## config.mk

```make
export PLATFORM = sky130hd
export DESIGN_NAME = bcd_counter_display
export DESIGN_NICKNAME = d
export VERILOG_FILES = /design/src/rtl/bcd_counter_display.sv
export SDC_FILE = /design/constraint.sdc
export NUM_CORES = 1
export LEC_CHECK = 0
export CAP_MARGIN = 0
export CELL_PAD_IN_SITES_DETAIL_PLACEMENT = 0
export CELL_PAD_IN_SITES_GLOBAL_PLACEMENT = 1
export CORE_MARGIN = 2
export CORE_UTILIZATION = 44
export CTS_BUF_LIST = sky130_fd_sc_hd__clkbuf_8 sky130_fd_sc_hd__clkbuf_16
export DETAILED_ROUTE_END_ITERATION = 7
export PLACE_DENSITY = 0.78
export SYNTH_ARGS = -nofsm -noshare
export SYNTH_HDL_FRONTEND = slang
export SYNTH_SLANG_ARGS = --single-unit
export TNS_END_PERCENT = 50
```

## constraint.sdc

```tcl
create_clock -name clk -period 4 [get_ports clk]
set_input_delay 0.8 -clock clk [delete_from_list [all_inputs] [get_ports clk]]
set_output_delay 0.8 -clock clk [all_outputs]
set_load 0.03 [all_outputs]
```

## src/rtl/bcd_counter_display.sv

```systemverilog
// Multi-digit BCD up/down counter with a multiplexed seven-segment display.
// Optional macro LEADING_ZERO_BLANK_EN blanks leading zero digits above digit 0.
module bcd_counter_display #(
    parameter int DIGITS   = 4,
    parameter int TICK_DIV = 50000000,
    parameter int SCAN_DIV = 50000,
    parameter int SATURATE = 0
) (
    input  logic                  clk,
    input  logic                  rst,
    input  logic                  enable_i,
    input  logic                  dir_i,
    input  logic                  clear_i,
    input  logic                  load_i,
    input  logic [4*DIGITS-1:0]   load_value_i,
    output logic [4*DIGITS-1:0]   count_o,
    output logic                  wrap_o,
    output logic [6:0]            seg_o,
    output logic [DIGITS-1:0]     an_o
);

    localparam int PW = (TICK_DIV > 1) ? $clog2(TICK_DIV) : 1;
    localparam int SW = (SCAN_DIV > 1) ? $clog2(SCAN_DIV) : 1;
    localparam int IW = (DIGITS > 1) ? $clog2(DIGITS) : 1;

    localparam logic [PW-1:0] PRESC_MAX = PW'(TICK_DIV - 1);
    localparam logic [SW-1:0] SCAN_MAX  = SW'(SCAN_DIV - 1);
    localparam logic [IW-1:0] IDX_MAX   = IW'(DIGITS - 1);

    logic [PW-1:0]         presc;
    logic [PW-1:0]         presc_nxt;
    logic [SW-1:0]         scan_cnt;
    logic [SW-1:0]         scan_cnt_nxt;
    logic [IW-1:0]         idx;
    logic [IW-1:0]         idx_nxt;
    logic [4*DIGITS-1:0]   count_nxt;
    logic [4*DIGITS-1:0]   cnt_up;
    logic [4*DIGITS-1:0]   cnt_dn;
    logic [4*DIGITS-1:0]   load_clamped;
    logic                  wrap_nxt;
    logic                  tick;
    logic                  all9;
    logic                  all0;
    logic                  carry;
    logic                  borrow;
    logic [3:0]            dig;
    logic [3:0]            sel_dig;
    logic                  blank;
    logic [6:0]            seg_nxt;
    logic [DIGITS-1:0]     an_nxt;

    function automatic logic [6:0] glyph(input logic [3:0] d);
        logic [6:0] g;
        case (d)
            4'd0:    g = 7'b1111110;
            4'd1:    g = 7'b0110000;
            4'd2:    g = 7'b1101101;
            4'd3:    g = 7'b1111001;
            4'd4:    g = 7'b0110011;
            4'd5:    g = 7'b1011011;
            4'd6:    g = 7'b1011111;
            4'd7:    g = 7'b1110000;
            4'd8:    g = 7'b1111111;
            4'd9:    g = 7'b1111011;
            default: g = 7'b0000000;
        endcase
        return g;
    endfunction

    assign tick = enable_i && (presc == PRESC_MAX);

    // Ripple BCD increment/decrement candidates and limit detection
    always_comb begin
        cnt_up = count_o;
        cnt_dn = count_o;
        carry  = 1'b1;
        borrow = 1'b1;
        all9   = 1'b1;
        all0   = 1'b1;
        dig    = 4'd0;
        for (int k = 0; k < DIGITS; k++) begin
            dig = count_o[4*k +: 4];
            if (dig != 4'd9) all9 = 1'b0;
            if (dig != 4'd0) all0 = 1'b0;
            if (carry) begin
                if (dig == 4'd9) begin
                    cnt_up[4*k +: 4] = 4'd0;
                end else begin
                    cnt_up[4*k +: 4] = dig + 4'd1;
                    carry = 1'b0;
                end
            end
            if (borrow) begin
                if (dig == 4'd0) begin
                    cnt_dn[4*k +: 4] = 4'd9;
                end else begin
                    cnt_dn[4*k +: 4] = dig - 4'd1;
                    borrow = 1'b0;
                end
            end
        end
    end

    // Per-digit clamp of the load value to 9
    always_comb begin
        load_clamped = load_value_i;
        for (int k = 0; k < DIGITS; k++) begin
            if (load_value_i[4*k +: 4] > 4'd9) load_clamped[4*k +: 4] = 4'd9;
        end
    end

    // Count/prescaler next state: clear beats load beats tick
    always_comb begin
        count_nxt = count_o;
        presc_nxt = presc;
        wrap_nxt  = 1'b0;
        if (clear_i) begin
            count_nxt = '0;
            presc_nxt = '0;
        end else if (load_i) begin
            count_nxt = load_clamped;
            presc_nxt = '0;
        end else if (tick) begin
            presc_nxt = '0;
            if (dir_i) begin
                if (SATURATE == 0 || !all9) count_nxt = cnt_up;
                wrap_nxt = all9 && (SATURATE == 0);
            end else begin
                if (SATURATE == 0 || !all0) count_nxt = cnt_dn;
                wrap_nxt = all0 && (SATURATE == 0);
            end
        end else if (enable_i) begin
            presc_nxt = presc + PW'(1);
        end
    end

    // Scan divider and digit index, free running
    always_comb begin
        scan_cnt_nxt = scan_cnt + SW'(1);
        idx_nxt      = idx;
        if (scan_cnt == SCAN_MAX) begin
            scan_cnt_nxt = '0;
            idx_nxt = (idx == IDX_MAX) ? '0 : idx + IW'(1);
        end
    end

    // Decode the digit selected next cycle from the count of next cycle
    always_comb begin
        sel_dig = count_nxt[4*idx_nxt +: 4];
        an_nxt  = DIGITS'(1) << idx_nxt;
        blank   = 1'b0;
`ifdef LEADING_ZERO_BLANK_EN
        blank = (idx_nxt != '0);
        for (int k = 0; k < DIGITS; k++) begin
            if (k >= int'(idx_nxt) && count_nxt[4*k +: 4] != 4'd0) blank = 1'b0;
        end
`endif
        seg_nxt = blank ? 7'b0000000 : glyph(sel_dig);
    end

    // State registers
    always_ff @(posedge clk or negedge rst) begin
        if (!rst) begin
            count_o  <= '0;
            presc    <= '0;
            wrap_o   <= 1'b0;
            scan_cnt <= '0;
            idx      <= '0;
            an_o     <= DIGITS'(1);
            seg_o    <= 7'b1111110;
        end else begin
            count_o  <= count_nxt;
            presc    <= presc_nxt;
            wrap_o   <= wrap_nxt;
            scan_cnt <= scan_cnt_nxt;
            idx      <= idx_nxt;
            an_o     <= an_nxt;
            seg_o    <= seg_nxt;
        end
    end

endmodule

```

==> results.md, run 1 <==
- DP Cell Count: 695
- Post-synthesis mux area share: 0.0171
- Routability Congestion: 0.894
- Die Area: 11,600 um^2
- Worst Skew: 0.00758 ns
- Post-synth ARST share: 1.00
- Largest area contributor in the netlist: dfrtp_1
- Most numerous cell in the Yosys netlist: dfrtp_1
- Layout Cells excl Fill: 711
- Initial antenna violation count: 0
- Crit share post-route: 0.866
- Io pins: 50
- Final setup TNS: 0 ns
- Detail Route Antenna Nets: 0
- Fillers: 979
- Via density per instance: 5.75
- Slew Limit Fails: 0
- Area share of fa/ha/maj cells after synthesis: 0.0553
- Main combinational cell family by area after synthesis: simple AND/OR/NAND/NOR gates
- #FFs+latches synth: 72
- Detailed placement HPWL: 8920 um
- Largest net degree at the start of global routing: 39
- Synth Area in Simple Gates: 0.262
- First-pass DRT Iterations: 4
- Width of the die: 108 um
- Synth Area in Compound Gates: 0.170
- Wire length of the first global-routing pass: 20,200 um
- Vias: 4,088
- XOR/XNOR share of the synthesized area: 0.0646
- Htree depth: 3
- Syn_nets: 564
- Final setup vio count: 0
- Status: completed
- Num CTS Buffers: 9
- Core Area: 10,400 um^2
- Cts hold-fix bufs: 0
- Bufs on Longest Clock Path: 2
- Post-synthesis instance total: 521
- Number of global-route vias before repair: 3,917
- Slowest stage delay, CP: 0.48 ns
- I/O Buffers: 49
- Crit Path Class: flop to flop
- DRC: 0
- Mapped Avg Cell Area: 9.11 um^2
- Worst-Skew Late Latency: 0.35 ns
- Slew HR: 0.449
- Area Overhead vs Synth: 19.5%
- Critical path data required time: 4.27 ns
- Sink Count: 72
- Cell variety after synth: 82
- Antenna Cells: 0
- Post-synth EDFFs: 0
- Static leakage: 2.33 nW
- Commonest cells in the synthesized netlist: dfrtp_1 (65), nor2_1 (57), nand2_1 (40)
- Fmax: 289 MHz
- Synth Flop Type: dfrtp_1
- Number of max-cap violations: 0
- Crit path cell chain: inv_1 > ha_1 > nor3b_2 > nand3_1 > a21oi_1 > o31ai_1 > a221oi_1 > nor4_1 > o22ai_1 > inv_1 > ha_1 > or3_1 > o211ai_1
- Starting DRT DRC Count: 305
- Worst-case reg-to-reg path depth: 13
- Setup crit start kind: flop
- Slowest cell on crit path: dfrtp_1
- Clock period minus worst slack: 3.46 ns
- Synth warn: 0
- Crit path arrival time: 3.73 ns
- Fraction of layout cells with a size suffix above 1: 0.113
- Starting Density: 0.456
- Worst-Margin Slew: 0.826 ns
- Total power: 1.92 mW
- Top post-synthesis cells by area: dfrtp_1 (34%), ha_1 (5.5%), nor2_1 (4.5%)
- Critical Path End Type: flop
- Setup bufs post-CTS: 0
- CTS resizes: 0
- Seq/Total Area, Yosys: 0.381
- Worst hold path type: flop to flop
- Mapped cell area: 4750 um^2
- CTS tree: yes
- Final Hold Vio Count: 0
- DR WL/cell: 16.8 um
- Worst hold slack: 0.453 ns
- Critical path peak fanout: 8
- Final wirelength: 11,900 um
- RSZ-0062 raised after global routing: no
- Row cnt: 37
- Power Density: 337 nW/um^2
- Synth top area share: 0.343
- Clock root cell: clkbuf_8
- Die Y: 108 um
- Total congestion overflow: 0
- Nets@finish: 613
- Clock transition at path regs: 0.08 ns
- Hold Path Depth: 1
- GRT Resource Usage Total: 0.220
- VDD IR max: 0.165 mV
-- report_power, final --
group          internal, mW  switching, mW
registers             0.749         0.0300
clock network         0.575          0.276
logic                 0.118          0.167
total                  1.44          0.474
-- layout by cell type (no fill, tap or decap), types with 6 or more instances in the layout --
cell / count
dfrtp_1: 65
nor2_1: 57
clkdlybuf4s50_1: 48
nand2_1: 40
nand3_1: 25
o21ai_0: 24
inv_1: 22
ha_1: 21
a21oi_1: 20
xor2_1: 19
xnor2_1: 16
nand4_1: 15
buf_4: 15
a31oi_1: 13
clkbuf_8: 11
nand2b_1: 9
or3_1: 7
nor3_1: 7
mux2i_1: 7
dfstp_2: 7
nor2b_1: 6
nand3b_1: 6
-- worst paths after layout --
check                            start          end  slack [ns]
setup reg to reg            count_o[5]     seg_o[3]        0.54
min in group asynchronous          rst    presc[15]        0.55
setup / recovery            count_o[5]     seg_o[3]        0.54
hold / removal             scan_cnt[0]  scan_cnt[0]        0.45
hold reg to reg            scan_cnt[0]  scan_cnt[0]        0.45
max in group asynchronous          rst   count_o[8]        2.40
-- layout make-up --
cell class	count	area, um^2	area share
flip-flops and latches	72	1810	0.319
well taps	136	170	0.0300
multi-input cells	399	2710	0.477
inverters	24	90.1	0.0159
clock inverters	5	150	0.0265
clock buffers	11	151	0.0267
repair buffers	64	598	0.105
-- routing by layer --
layer  vias to the layer above  part of all wire  GRT usage
met2                       112              0.47      0.339
met4                         0             0.017     0.0723
met1                      1953              0.47      0.317
met5                         -                 0          0
li1                       2005                 -          -
met3                        18             0.041     0.0309
-- flip-flops by register name (all words and copies together), names as in the netlist --
signal / cells
seg_o: 7
wrap_o: 1
count_o: 16
idx: 2
scan_cnt: 16
an_o: 4
presc: 26
-- worst max-delay path: cells and delay by family, from the launching register on --
| kind | cells | cell delay, ns |
|---|---|---|
| compound gates | 5 | 1.01 |
| flops | 1 | 0.48 |
| simple gates | 4 | 1.17 |
| fa+ha+maj | 2 | 0.46 |
| buf+inv | 2 | 0.25 |
-- logic make-up after synthesis --
family,after synthesis
buffers and inverters,50
AND/OR/NAND/NOR,220
flip-flops,72
adder cells (fa/ha/maj),21
XOR/XNOR,35
AO/OA/AOI/OAI,115
multiplexers,8
-- through the flow --
step / setup WS (ns) / instance area, um^2 / utilization
after floorplan: 0.465 / 4750 / -
after global placement: 0.318 / 5370 / 0.516
after detailed placement: 0.231 / 5370 / 0.516
after CTS: 0.557 / 5680 / 0.545
after global routing: 0.160 / 5680 / 0.545
final: 0.536 / 5680 / 0.545
No activity file was read; power rests on OpenSTA's default activity.
==> run 2: changes to the inputs <==
--- a/config.mk
+++ b/config.mk
@@ -10,8 +10,9 @@
 export CELL_PAD_IN_SITES_GLOBAL_PLACEMENT = 1
 export CORE_MARGIN = 2
-export CORE_UTILIZATION = 44
+export CORE_UTILIZATION = 45
 export CTS_BUF_LIST = sky130_fd_sc_hd__clkbuf_8 sky130_fd_sc_hd__clkbuf_16
 export DETAILED_ROUTE_END_ITERATION = 7
-export PLACE_DENSITY = 0.78
+export GPL_TIMING_DRIVEN = 0
+export PLACE_DENSITY = 0.8
 export SYNTH_ARGS = -nofsm -noshare
 export SYNTH_HDL_FRONTEND = slang
==> constraint.sdc (replaced) <==
create_clock -name clk -period 4.2 [get_ports clk]
set_input_delay 1.26 -clock clk [delete_from_list [all_inputs] [get_ports clk]]
set_output_delay 1.26 -clock clk [all_outputs]
set_load 0.03 [all_outputs]
==> results.md, run 2 (synthesis gave the netlist of run 1 again) <==
- Status: completed
- Htree depth: 3 (unchanged)
- DR top layer: met4
- Slew Limit Fails: 0 (unchanged)
- Worst hold path type: flop to flop
- Vias: 4,151 (+1.5%)
- Critical path peak fanout: 10 (+2)
- CTS tree: yes
- Number of flip-flops in the largest register: 26 (unchanged)
- First-pass DRT Iterations: 5 (+1)
- Clock root cell: clkbuf_8
- Worst Skew: 0.00771 ns (+0.000131 ns)
- Final wirelength: 12,300 um (+3.1%)
- DP Cell Count: 705 (+1.4%)
- Clock transition at path regs: 0.08 ns (about the same)
- Worst-Skew Late Latency: 0.36 ns (about the same)
- Design area: 5660 um^2 (-0.20%)
- Largest net degree at the start of global routing: 55 (+41%)
- Crit Path Class: primary input to flop
- Commonest non-fill, non-tap cells in the layout: dfrtp_1 (65), nor2_1 (57), clkdlybuf4s50_1 (46), nand2_1 (40), nand3_1 (25)
- Total congestion overflow: 0 (unchanged)
- Routability Congestion: 0.942 (+5.4%)
- Sink Count: 72 (unchanged)
- Via density per instance: 5.76 (+0.13%)
- Die Area: 11,400 um^2 (-2.1%)
- Area after DPL: 5410 um^2 (+0.75%)
- Detailed placement HPWL: 9070 um (+1.8%)
- DR WL/cell: 17.1 um (+1.7%)
- Critical path data required time: 4.49 ns (+0.22 ns)
- Fraction of layout cells with a size suffix above 1: 0.115 (+0.00149)
- Layout Cells excl Fill: 721 (+1.4%)
- Area Overhead vs Synth: 19.3%
- Num CTS Buffers: 9 (unchanged)
- GRT Resource Usage Total: 0.229 (+0.00921)
- Regs by FF count: presc x26, count_o x16, scan_cnt x16
- Width of the die: 107 um (-1.1%)
- Commonest non-fill, non-tap cell in the layout: dfrtp_1
- Clock period minus worst slack: 4.06 ns
- Power Density: 298 nW/um^2 (-12%)
- Starting DRT DRC Count: 279 (-8.5%)
- Detail Route Antenna Nets: 0 (unchanged)
- I/O Buffers: 47 (-4.1%)
- Cts hold-fix bufs: 0 (unchanged)
- Die Y: 107 um (-1.1%)
- Number of global-route vias before repair: 3,941 (+0.61%)
- DRC: 0 (unchanged)
- Reg with most FFs: presc
- Bufs on Longest Clock Path: 2 (unchanged)
- Initial antenna violation count: 0 (unchanged)
- Crit path arrival time: 4.34 ns (+0.61 ns)
- Final setup TNS: 0 ns (unchanged)
- Metal-1 WL: 5640 um (+0.20%)
- RSZ-0062 raised after global routing: no
- Io pins: 50 (unchanged)
- Crit share post-route: 0.966
- Number of max-cap violations: 0 (unchanged)
- Final setup vio count: 0 (unchanged)
- Setup crit start kind: primary input
- Antenna Cells: 0 (unchanged)
- VDD IR max: 0.148 mV (-11%)
- Starting Density: 0.462 (+0.00616)
- Worst-Margin Slew: 0.794 ns (-0.0318 ns)
- Critical Path End Type: flop
- Routed wl met2: 5820 um (+3.8%)
- Core Area: 10,300 um^2 (-1.3%)
- Wire length of the first global-routing pass: 20,400 um (+1.1%)
- Static leakage: 2.32 nW (-0.42%)
- Row cnt: 37 (unchanged)
- Nets@finish: 623 (+1.6%)
- Fmax: 247 MHz
- Slew HR: 0.469 (+0.0193)
- Final Hold Vio Count: 0 (unchanged)
- Routed met3 length: 529 um (+7.7%)
run 2: cell count changes in the layout (fill, tap and decap cells not counted), sizes merged:
cell,delta
inv,+1
clkinv,+1
clkinvlp,+2
buf,+1
clkdlybuf4s50,-2
bufinv,-2
clkbuf,+9
run 2: final cells by class:
cell class,instances,area [um^2]
clock inverter,7,119
fill,991,4610
clock buffer,9,124
timing repair buffer,48,495
inverter,24,90.1
buffer,26,144
sequential,72,1810
multi-input combinational,399,2710
tap,136,170
run 2: routing by layer:
layer	global-route usage	up-vias
met3	0.0249	25
met2	0.358	121
met1	0.317	1985
li1	-	2020
met5	0	-
met4	0.111	0
run 2: path summary, 6_finish.rpt:
kind                              from           to  slack, ns  cells after the start
hold reg to reg            scan_cnt[0]  scan_cnt[0]       0.46                      1
hold / removal             scan_cnt[0]  scan_cnt[0]       0.46                      1
min in group asynchronous          rst     presc[4]       0.78                      1
setup / recovery                load_i     seg_o[3]       0.14                     10
setup reg to reg            count_o[1]     seg_o[3]       0.32                     13
max in group asynchronous          rst      an_o[0]       2.82                      2
run 2: where the power goes:
group | total [mW] | switching [mW] | leakage (nW) | internal [mW]
clock network | 0.675 | 0.280 | 0.116 | 0.395
logic | 0.281 | 0.170 | 1.25 | 0.111
registers | 0.731 | 0.0177 | 0.955 | 0.713
total | 1.69 | 0.468 | 2.32 | 1.22
run 2: stage by stage:
| step | setup slack (ns) | utilization | hold slack (ns) | power, mW |
|---|---|---|---|---|
| final | 0.144 | 0.551 | 0.458 | 1.69 |
| after global routing | 0.00431 | 0.551 | 0.485 | 1.75 |
| after CTS | 0.0171 | 0.551 | 0.457 | 1.70 |
| after detailed placement | -0.479 | 0.527 | 0.447 | 1.02 |
| after global placement | -0.619 | 0.524 | 0.438 | 1.02 |
| after floorplan | 0.205 | - | 0.425 | 0.910 |
run 2: worst max-delay path: stages:
cell and delay [ns]:
clkdlybuf4s50_1 0.44, clkbuf_1 0.28, clkbuf_2 0.30, o311ai_0 0.67, o21ai_0 0.26, o22ai_2 0.31, inv_1 0.11, ha_1 0.20
or3_1 0.38, o211ai_1 0.11
run 2: what timing repair did:
| item | 4_1_cts | 5_1_grt |
|---|---|---|
| setup buffers | 0 | 0 |
| pin swaps | 0 | 1 |
| setup endpoints to repair | 2 | 3 |
| cloned | 0 | 0 |
| gates resized for setup | 1 | 1 |
==> run 3: changes to the inputs <==
GPL_TIMING_DRIVEN = default   (was 0)
==> results.md, run 3 (synthesis gave the netlist of run 1 again) <==
- Status: completed
- Area Overhead vs Synth: 17.0%
- GRT Resource Usage Total: 0.225 (-0.00358)
- Bufs on Longest Clock Path: 2 (unchanged)
- Crit share post-route: 0.942 (-0.0241)
- Clock root cell: clkbuf_8
- Critical Path End Type: flop
- Routed wl met2: 5780 um (-0.77%)
- Wire length of the first global-routing pass: 20,400 um (about the same)
- DR top layer: met4
- Hold_sp: scan_cnt[0]
- Final wirelength: 12,200 um (-0.94%)
- Crit path arrival time: 4.23 ns (-0.11 ns)
- Worst hold path type: flop to flop
- Cts hold-fix bufs: 0 (unchanged)
- Pre-CTS setup slack: -0.121 ns (+0.357 ns)
- Area after DPL: 5400 um^2 (-0.32%)
- Die Area: 11,400 um^2 (unchanged)
- Reg with most FFs: presc
- Static leakage: 2.29 nW (-1.0%)
- Starting DRT DRC Count: 245 (-12%)
- Hold Path Depth: 1 (unchanged)
- Antenna Cells: 0 (unchanged)
- Initial antenna violation count: 0 (unchanged)
- Worst Skew: 0.00909 ns (+0.00138 ns)
- Worst hold slack: 0.466 ns (+0.00734 ns)
- Nets@finish: 616 (-1.1%)
- Power Density: 266 nW/um^2 (-11%)
- Utilization after layout: 0.541 (-0.0103)
- DP Cell Count: 698 (-0.99%)
- RSZ-0062 raised after global routing: no
- Metal-1 WL: 5640 um (about the same)
- Setup bufs post-CTS: 0 (unchanged)
- DR WL/cell: 17.1 um (about the same)
- Setup crit start kind: primary input
- DRC: 0 (unchanged)
- Sink Count: 72 (unchanged)
- WHS Endpoint: scan_cnt[0]
- Largest net degree at the start of global routing: 50 (-9.1%)
- Total congestion overflow: 0 (unchanged)
- Critical path data required time: 4.47 ns (-0.02 ns)
- Worst-case reg-to-reg path depth: 13 (unchanged)
- Slew Limit Fails: 0 (unchanged)
- Detailed placement HPWL: 9080 um (about the same)
- Worst-Margin Slew: 0.694 ns (-0.100 ns)
- Critical path peak fanout: 8 (-2)
- FF-to-FF setup slack: 0.53 ns (+0.21 ns)
- Htree depth: 3 (unchanged)
- Slew HR: 0.524 (+0.0556)
- I/O Buffers: 49 (+4.3%)
- Capture point of the worst reg-to-reg path: seg_o[6]
- Num CTS Buffers: 9 (unchanged)
- Worst setup margin: 0.245 ns (+0.101 ns)
- First-pass DRT Iterations: 6 (+1)
- Detail Route Antenna Nets: 0 (unchanged)
- Final Hold Vio Count: 0 (unchanged)
- Number of max-cap violations: 0 (unchanged)
- Layout Cells excl Fill: 714 (-0.97%)
- Final setup TNS: 0 ns (unchanged)
- Regs by FF count: presc x26, count_o x16, scan_cnt x16
- Number of flip-flops in the largest register: 26 (unchanged)
- Routed met3 length: 547 um (+3.4%)
- CTS resizes: 0 (-1)
- Worst-Skew Late Latency: 0.35 ns (about the same)
- Fraction of layout cells with a size suffix above 1: 0.109 (-0.00553)
- Routability Congestion: 0.906 (-3.8%)
- Crit Path Class: primary input to flop
- VDD IR max: 0.155 mV (+4.6%)
- Io pins: 50 (unchanged)
- Vias: 4,133 (-0.43%)
- Clock transition at path regs: 0.07 ns (about the same)
- Final setup vio count: 0 (unchanged)
- Die Y: 107 um (unchanged)
- Clock period minus worst slack: 3.95 ns (-0.101 ns)
- Number of global-route vias before repair: 4,028 (+2.2%)
- Core Area: 10,300 um^2 (unchanged)
- Design area: 5560 um^2 (-1.9%)
- CTS tree: yes
- Row cnt: 37 (unchanged)
- Origin of the critical flop-to-flop path: count_o[5]
- Starting Density: 0.462 (unchanged)
- Commonest non-fill, non-tap cell in the layout: dfrtp_1
- Total power: 1.48 mW (-12%)
- Fmax: 253 MHz (+2.6%)
- Commonest non-fill, non-tap cells in the layout: dfrtp_1 (65), nor2_1 (57), clkdlybuf4s50_1 (48), nand2_1 (40), inv_1 (27)
- Width of the die: 107 um (unchanged)
- Via density per instance: 5.79 (+0.54%)
[run 3: changes by cell type in the layout (fill, tap and decap cells not counted), sizes merged]
cell	previous run	this run
clkbuf	20	10
bufinv	3	0
clkdlybuf4s50	46	48
inv	25	29
clkinvlp	2	0
buf	17	19
[run 3: area by class of cell]
| type | count | area (um^2) |
|---|---|---|
| flip-flops and latches | 72 | 1810 |
| clock inverters | 6 | 23.8 |
| multi-input cells | 399 | 2710 |
| well taps | 136 | 170 |
| inverters | 24 | 90.1 |
| fillers | 997 | 4720 |
| repair buffers | 67 | 621 |
| clock buffers | 10 | 138 |
[run 3: layer usage]
layer / global-route usage / vias to the layer above
li1: - / 1993
met3: 0.0334 / 22
met1: 0.308 / 1999
met2: 0.363 / 119
met5: 0 / -
met4: 0.0844 / 0
[run 3: worst max path at each step]
stage                     startpoint        to  slack, ns  depth (start not counted)
after floorplan             enable_i  seg_o[6]       0.20                         14
after global placement      enable_i  seg_o[3]       0.12                         12
after detailed placement    enable_i  seg_o[6]      -0.12                         12
after CTS                   enable_i  seg_o[6]       0.25                         12
after global routing        enable_i  seg_o[3]       0.09                         12
final                       enable_i  seg_o[6]       0.25                         12
[run 3: critical path: stages]
cell and delay, ns:
clkdlybuf4s50_1 0.50, nand3_2 0.14, nor4_4 0.35, and2_4 0.24
o21ai_0 0.11, a221oi_1 0.39, nor4_1 0.11, o22ai_1 0.27
inv_1 0.11, ha_1 0.21, or3_1 0.40, o211ai_1 0.13
[run 3: power by group]
group | total, mW | switching (mW) | leakage, nW | internal, mW
Clock | 0.464 | 0.245 | 0.102 | 0.219
Combinational | 0.274 | 0.161 | 1.24 | 0.113
Sequential | 0.743 | 0.0293 | 0.955 | 0.714
